**config.mk**
```make
export PLATFORM = sky130hd
export DESIGN_NAME = rx_serial_7o1
export DESIGN_NICKNAME = d
export VERILOG_FILES = /design/src/rtl/rx_serial_pkg.sv /design/src/rtl/gerador_tick_rx.sv /design/src/rtl/rx_serial_7o1.sv
export SDC_FILE = /design/constraint.sdc
export NUM_CORES = 1
export LEC_CHECK = 0
export BUFFER_PORTS_ARGS = -buffer_cell sky130_fd_sc_hd__buf_2
export CAP_MARGIN = 20
export CORE_MARGIN = 4
export CORE_UTILIZATION = 34
export CTS_CLUSTER_DIAMETER = 50
export DETAILED_ROUTE_END_ITERATION = 8
export PLACE_DENSITY = 0.53
export RECOVER_POWER = 100
export SLEW_MARGIN = 20
export SYNTH_ARGS = -nofsm -noshare
export SYNTH_HDL_FRONTEND = slang
export SYNTH_SLANG_ARGS = --single-unit
```
**constraint.sdc**
```tcl
create_clock -name clock -period 1.7 [get_ports clock]
set_input_delay 0.255 -clock clock [delete_from_list [all_inputs] [get_ports clock]]
set_output_delay 0.255 -clock clock [all_outputs]
set_load 0.01 [all_outputs]
```
**src/rtl/rx_serial_pkg.sv**
```systemverilog
// Shared definitions for the 7O1 serial receiver: FSM state codes (also the db_estado encoding),
// character width and the default baud divisor.
package rx_serial_pkg;

  localparam int unsigned DataWidth         = 7;
  localparam int unsigned ClksPerBitDefault = 434;  // 50 MHz / 115200 baud

  typedef enum logic [3:0] {
    StInicial     = 4'h0,
    StEsperaStart = 4'h1,
    StDados       = 4'h2,
    StParidade    = 4'h3,
    StStop        = 4'h4,
    StFinal       = 4'h5,
    StArmar       = 4'hF
  } estado_e;

endpackage

```
**src/rtl/gerador_tick_rx.sv**
```systemverilog
// Mod-CLKS_PER_BIT counter with synchronous clear; flags the half-period and full-period counts.
module gerador_tick_rx #(
  parameter int unsigned CLKS_PER_BIT = 434
) (
  input  logic clk_i,
  input  logic rst_ni,
  input  logic clear_i,
  output logic tick_half_o,
  output logic tick_full_o
);

  localparam int unsigned CntW = $clog2(CLKS_PER_BIT);
  localparam logic [CntW-1:0] HalfLast = CntW'(CLKS_PER_BIT / 2 - 1);
  localparam logic [CntW-1:0] FullLast = CntW'(CLKS_PER_BIT - 1);

  logic [CntW-1:0] cnt_d, cnt_q;

  always_comb begin
    cnt_d = cnt_q + CntW'(1);
    if (clear_i || (cnt_q == FullLast)) begin
      cnt_d = '0;
    end
  end

  always_ff @(posedge clk_i or negedge rst_ni) begin
    if (!rst_ni) begin
      cnt_q <= '0;
    end else begin
      cnt_q <= cnt_d;
    end
  end

  assign tick_half_o = (cnt_q == HalfLast);
  assign tick_full_o = (cnt_q == FullLast);

endmodule

```
**src/rtl/rx_serial_7o1.sv**
```systemverilog
// 7O1 asynchronous serial receiver (start, 7 data LSB-first, odd parity, stop), mid-bit sampled.
// Optional consumer handshake (recebe_dado / tem_dado) enabled by RX_SERIAL_HANDSHAKE_EN.
module rx_serial_7o1
  import rx_serial_pkg::*;
#(
  parameter int unsigned CLKS_PER_BIT = ClksPerBitDefault
) (
  input  logic                 clock,
  input  logic                 reset,
  input  logic                 dado_serial,
`ifdef RX_SERIAL_HANDSHAKE_EN
  input  logic                 recebe_dado,
  output logic                 tem_dado,
`endif
  output logic [DataWidth-1:0] dados_ascii,
  output logic                 pronto,
  output logic                 erro_paridade,
  output logic                 erro_frame,
  output logic                 db_tick,
  output logic                 db_dado_serial,
  output logic [3:0]           db_estado
);

  estado_e state_d, state_q;

  logic                 sync1_q, s_q, s_prev_q;
  logic                 s;
  logic                 tick_clear, tick_half, tick_full;
  logic [DataWidth-1:0] shift_d, shift_q;
  logic [2:0]           bit_cnt_d, bit_cnt_q;
  logic                 par_d, par_q;
  logic [DataWidth-1:0] dados_d, dados_q;
  logic                 erro_par_d, erro_par_q;
  logic                 erro_frame_d, erro_frame_q;

  assign s = s_q;

  gerador_tick_rx #(
    .CLKS_PER_BIT(CLKS_PER_BIT)
  ) u_tick (
    .clk_i      (clock),
    .rst_ni     (reset),
    .clear_i    (tick_clear),
    .tick_half_o(tick_half),
    .tick_full_o(tick_full)
  );

  always_comb begin
    state_d      = state_q;
    tick_clear   = 1'b0;
    shift_d      = shift_q;
    bit_cnt_d    = bit_cnt_q;
    par_d        = par_q;
    dados_d      = dados_q;
    erro_par_d   = erro_par_q;
    erro_frame_d = erro_frame_q;
    pronto       = 1'b0;
    db_tick      = 1'b0;

    unique case (state_q)
      StArmar: begin
        // Three high samples in a row; s_prev resets low so the synchronizer's reset value
        // alone cannot arm us on a line that is held low.
        if (sync1_q && s && s_prev_q) begin
          state_d = StInicial;
        end
      end
      StInicial: begin
        if (!s && s_prev_q) begin
          state_d    = StEsperaStart;
          tick_clear = 1'b1;
        end
      end
      StEsperaStart: begin
        if (tick_half) begin
          db_tick = 1'b1;
          if (!s) begin
            state_d    = StDados;
            tick_clear = 1'b1;  // re-phase so full ticks land on bit centres
            bit_cnt_d  = '0;
          end else begin
            state_d = StInicial;
          end
        end
      end
      StDados: begin
        if (tick_full) begin
          db_tick   = 1'b1;
          shift_d   = {s, shift_q[DataWidth-1:1]};
          bit_cnt_d = bit_cnt_q + 3'd1;
          if (bit_cnt_q == 3'(DataWidth - 1)) begin
            state_d = StParidade;
          end
        end
      end
      StParidade: begin
        if (tick_full) begin
          db_tick = 1'b1;
          par_d   = s;
          state_d = StStop;
        end
      end
      StStop: begin
        if (tick_full) begin
          db_tick      = 1'b1;
          dados_d      = shift_q;
          erro_par_d   = ~((^shift_q) ^ par_q);
          erro_frame_d = ~s;
          state_d      = StFinal;
        end
      end
      StFinal: begin
        pronto  = 1'b1;
        state_d = StInicial;
      end
      default: state_d = StArmar;
    endcase
  end

  always_ff @(posedge clock or negedge reset) begin
    if (!reset) begin
      sync1_q      <= 1'b1;
      s_q          <= 1'b1;
      s_prev_q     <= 1'b0;
      state_q      <= StArmar;
      shift_q      <= '0;
      bit_cnt_q    <= '0;
      par_q        <= 1'b0;
      dados_q      <= '0;
      erro_par_q   <= 1'b0;
      erro_frame_q <= 1'b0;
    end else begin
      sync1_q      <= dado_serial;
      s_q          <= sync1_q;
      s_prev_q     <= s_q;
      state_q      <= state_d;
      shift_q      <= shift_d;
      bit_cnt_q    <= bit_cnt_d;
      par_q        <= par_d;
      dados_q      <= dados_d;
      erro_par_q   <= erro_par_d;
      erro_frame_q <= erro_frame_d;
    end
  end

`ifdef RX_SERIAL_HANDSHAKE_EN
  logic tem_dado_d, tem_dado_q;

  always_comb begin
    tem_dado_d = tem_dado_q;
    if (state_q == StFinal) begin
      tem_dado_d = 1'b1;
    end else if (recebe_dado) begin
      tem_dado_d = 1'b0;
    end
  end

  always_ff @(posedge clock or negedge reset) begin
    if (!reset) begin
      tem_dado_q <= 1'b0;
    end else begin
      tem_dado_q <= tem_dado_d;
    end
  end

  assign tem_dado = tem_dado_q;
`endif

  assign dados_ascii    = dados_q;
  assign erro_paridade  = erro_par_q;
  assign erro_frame     = erro_frame_q;
  assign db_dado_serial = s_q;
  assign db_estado      = state_q;

endmodule
```
==> flow_metrics.env <==
export IMPL_status="finished with violations"
export IMPL_violations="negative setup slack"
export IMPL_track_usage=0.125
export IMPL_hold_path_class="in -> reg"
export IMPL_synth_top_family_by_area="simple AND/OR/NAND/NOR gates"
export IMPL_p_leak_uw=0.00119
export IMPL_n_antenna_cell=0
export IMPL_clock_latency_ns=0.29
export IMPL_hold_viol_final=0
export IMPL_dpl_hpwl_um=2930
export IMPL_htreeDepth=2
export IMPL_core_area_sq_um=5510
export IMPL_peakVddDrop_mv=0.581
export IMPL_slew_headroom=0.224
export IMPL_cap_viol_max_count=0
export IMPL_synthAdderAreaFrac=0.0323
export IMPL_cpMaxStageDelayCell="dfrtp_1"
export IMPL_drv_slew=0
export IMPL_drt_iter0_markers=42
export IMPL_yosys_register_bits=36
export IMPL_globalRouteMet1Util=0.164
export IMPL_antenna_found_initial=0
export IMPL_tns_ns=-4.93
export IMPL_drc=0
export IMPL_cp_arrival_ns=2.21
export IMPL_setup_ws_ns=-0.292
export IMPL_cts_made_buffers=5
export IMPL_rrSetupSlack_ns=-0.29
export IMPL_period_share=1.17
export IMPL_portBuffers=18
export IMPL_synth_nets=182
export IMPL_tightest_slew_ns=1.16
export IMPL_crit_type="reg -> reg"
export IMPL_synth_simple_area_share=0.173
export IMPL_muxShareOfSynthArea=0.133
export IMPL_synthToLayoutAreaGrowth_pct=32.7
export IMPL_path_cells="ha_2, and4bb_4, buf_4, and4_4, or3_4, nand4_4, mux2_4"
export IMPL_p_per_area_nw_per_um2=1340
export IMPL_first_pass_iters=4
export IMPL_start_util=0.352
export IMPL_dieHeight_um=83.5
export IMPL_cts_root_buffer="clkbuf_8"
export IMPL_worstPathRequired_ns=1.92
export IMPL_ios=19
export IMPL_cp_depth=7
export IMPL_grt_ovfl_total=0
export IMPL_synthTopCellsByArea="dfrtp_1 (39%), dfstp_2 (8.1%), mux2_1 (7.6%), xnor2_1 (5.0%), mux2_4 (4.7%)"
export IMPL_drt_total_wl_um=4120
export IMPL_ys_types=44
export IMPL_synth_compound_area_frac=0.0749
export IMPL_clock_sinks=36
export IMPL_power_frac_seq=0.344
export IMPL_rsz0062_at_grt="true"
export IMPL_end_kind="flip-flop"
export IMPL_synth_xor_area_frac=0.0678
export IMPL_sw_frac_of_total=0.349
export IMPL_avgSynthCellArea_sq_um=11.1
export IMPL_critPathLaunchType="flip-flop"
export IMPL_grt_busiest_layer="met2"
export IMPL_setup_viol=25
export IMPL_post_route_min_period_ns=1.99
export IMPL_power_frac_clock=0.186
export IMPL_layout_nets=237
export IMPL_gp_congestion=0.816
export IMPL_fin_cells=302
export IMPL_grt_use_met3=0.0316
export IMPL_grt_max_degree=21
export IMPL_die_w_um=83.5
export IMPL_clock_path_buffers=2
export IMPL_grtUsageMet2=0.199
export IMPL_cp_num_buf_inv=1
export IMPL_ant_nets=0
export IMPL_async_flop_share=1.00
export IMPL_first_global_vias=1427
export IMPL_ys_warn_count=0
export IMPL_dieArea_sq_um=6970
export IMPL_finClkSkew_ns=0.00302
export IMPL_routed_via_density=4.73
export IMPL_wl_per_cell_um=13.6
export IMPL_slowest_delay_ns=0.40
export IMPL_path_clk_slew_ns=0.07
export IMPL_synth_seq_area_share=0.469
export IMPL_cp_top_family="simple AND/OR/NAND/NOR gates"
export IMPL_synth_cells=174
export IMPL_path_max_fanout=4
export IMPL_reg2reg_depth=7
export IMPL_p_int_uw=2240
export IMPL_synth_enable_flop_cells=0
export IMPL_switchingPower_uw=1200
export IMPL_post_place_ws_ns=-0.203
export IMPL_dp_cells=289
export IMPL_holdWs_ns=0.0690
export IMPL_fmax_mhz=502
export IMPL_cts_tree="built"
export IMPL_pwr_share_comb=0.470
export IMPL_layout_drive_gt1_share=0.404
export IMPL_yosysTopAreaCell="dfrtp_1"
export IMPL_vias=1428
export IMPL_fillers=519
export IMPL_rows=27
export IMPL_synth_top_cell_area_share=0.388
export IMPL_grt_pass1_wl_um=7080
export IMPL_synth_flop_cell="dfrtp_1"
export IMPL_syn_area_sq_um=1940
export IMPL_hold_depth=1
==> layout by cell type, fill, tap and decap left out, drive strengths merged, types with 2 or more instances in the layout <==
master  instances
buf            44
dfrtp          30
mux2           20
clkbuf         19
nor2           17
nand2          14
xnor2          11
inv             9
nand3           7
dfstp           6
ha              5
nand4           5
o21ai           5
a21oi           4
xor2            4
nand2b          3
nor2b           3
o22ai           2
nor3            2
a311oi          2
and4bb          2
o211ai          2
==> cells by family (layout without fill, tap and decap cells) <==
logic type	after synthesis	after routing
compound gates	19	19
xor+xnor	15	15
fa+ha+maj	5	5
buf+inv	18	74
flops	36	36
mux	21	21
simple gates	60	60
==> path summary, 6_finish.rpt <==
path / start / end
max reg2reg: u_tick.cnt_q[0]$_DFF_PN0_ / db_estado[0]$_DFFE_PN1P_
max in group asynchronous: reset / shift_q[5]$_DFFE_PN0P_
max: u_tick.cnt_q[0]$_DFF_PN0_ / db_estado[0]$_DFFE_PN1P_
min reg2reg: sync1_q$_DFF_PN1_ / db_dado_serial$_DFF_PN1_
min: dado_serial / sync1_q$_DFF_PN1_
min in group asynchronous: reset / erro_frame$_DFFE_PN0P_
==> cell type report <==
class	count	area (sq um)	share of cell area
repair buffers	57	403	0.157
well taps	72	90.1	0.0351
clock buffers	7	86.3	0.0336
multi-input cells	120	1040	0.405
clock inverters	1	7.51	0.00292
flip-flops and latches	36	908	0.353
inverters	9	33.8	0.0131
==> timing repair <==
item	4_1_cts	5_1_grt
gates resized for setup	16	5
hold buffers	1	0
endpoints found under the hold margin	12	0
pin swaps	4	7
cloned	0	1
setup buffers	1	3
endpoints found under the setup margin	24	35
==> power by group through the flow <==
| stage | logic (uW) | registers [uW] | clock network (uW) |
|---|---|---|---|
| 2_1_floorplan | 975 | 1190 | 0 |
| 3_3_place_gp | 1510 | 1200 | 0 |
| 3_5_place_dp | 1510 | 1190 | 0 |
| 4_1_cts | 1590 | 1180 | 665 |
| 5_1_grt | 1780 | 1200 | 712 |
| 6_report | 1610 | 1180 | 639 |
==> worst reg2reg max path: cells and delay by family, from the launching register on <==
family,cells,cell delay [ns]
buffers and inverters,1,0.13
flip-flops,1,0.40
adder cells (fa/ha/maj),1,0.18
multiplexers,1,0.31
AND/OR/NAND/NOR,4,0.91
==> Yosys cell counts, types with 2 or more instances <==
master / instances
dfrtp_1: 30
xnor2_1: 11
clkbuf_1: 3
a311oi_1: 2
inv_1: 8
nand4_1: 3
o22ai_1: 2
nor3_1: 2
o21ai_1: 3
o21ai_0: 2
nand4_2: 2
mux2_1: 13
mux2_4: 6
nor2b_1: 3
nand2b_1: 3
a21oi_1: 4
xor2_1: 4
ha_1: 5
dfstp_2: 6
nand2_1: 13
nor2_1: 17
buf_2: 2
nand3_1: 7
buf_6: 3
==> per-stage QoR <==
| step | util | cell area (sq um) | total power [uW] |
|---|---|---|---|
| after detailed placement | 0.428 | 2350 | 2710 |
| after global placement | 0.428 | 2350 | 2700 |
| final | 0.467 | 2570 | 3430 |
| after floorplan | - | 1960 | 2170 |
| after global routing | 0.467 | 2570 | 3690 |
| after CTS | 0.456 | 2510 | 3440 |
==> flip-flops by register name, indices dropped and copies added (netlist names) <==
name / cells
u_tick.cnt_q: 9
dados_ascii: 7
shift_q: 7
db_estado: 4
bit_cnt_q: 3
db_dado_serial: 1
erro_frame: 1
erro_paridade: 1
par_q: 1
s_prev_q: 1
sync1_q: 1
==> metal layers <==
metal | vias up | part of all wire | routed length (um)
li1 | 705 | - | -
met1 | 699 | 0.49 | 2010
met2 | 19 | 0.47 | 1920
met3 | 5 | 0.030 | 124
met4 | 0 | 0.014 | 57
met5 | - | 0 | 0
No activity file was read; power rests on OpenSTA's default activity.
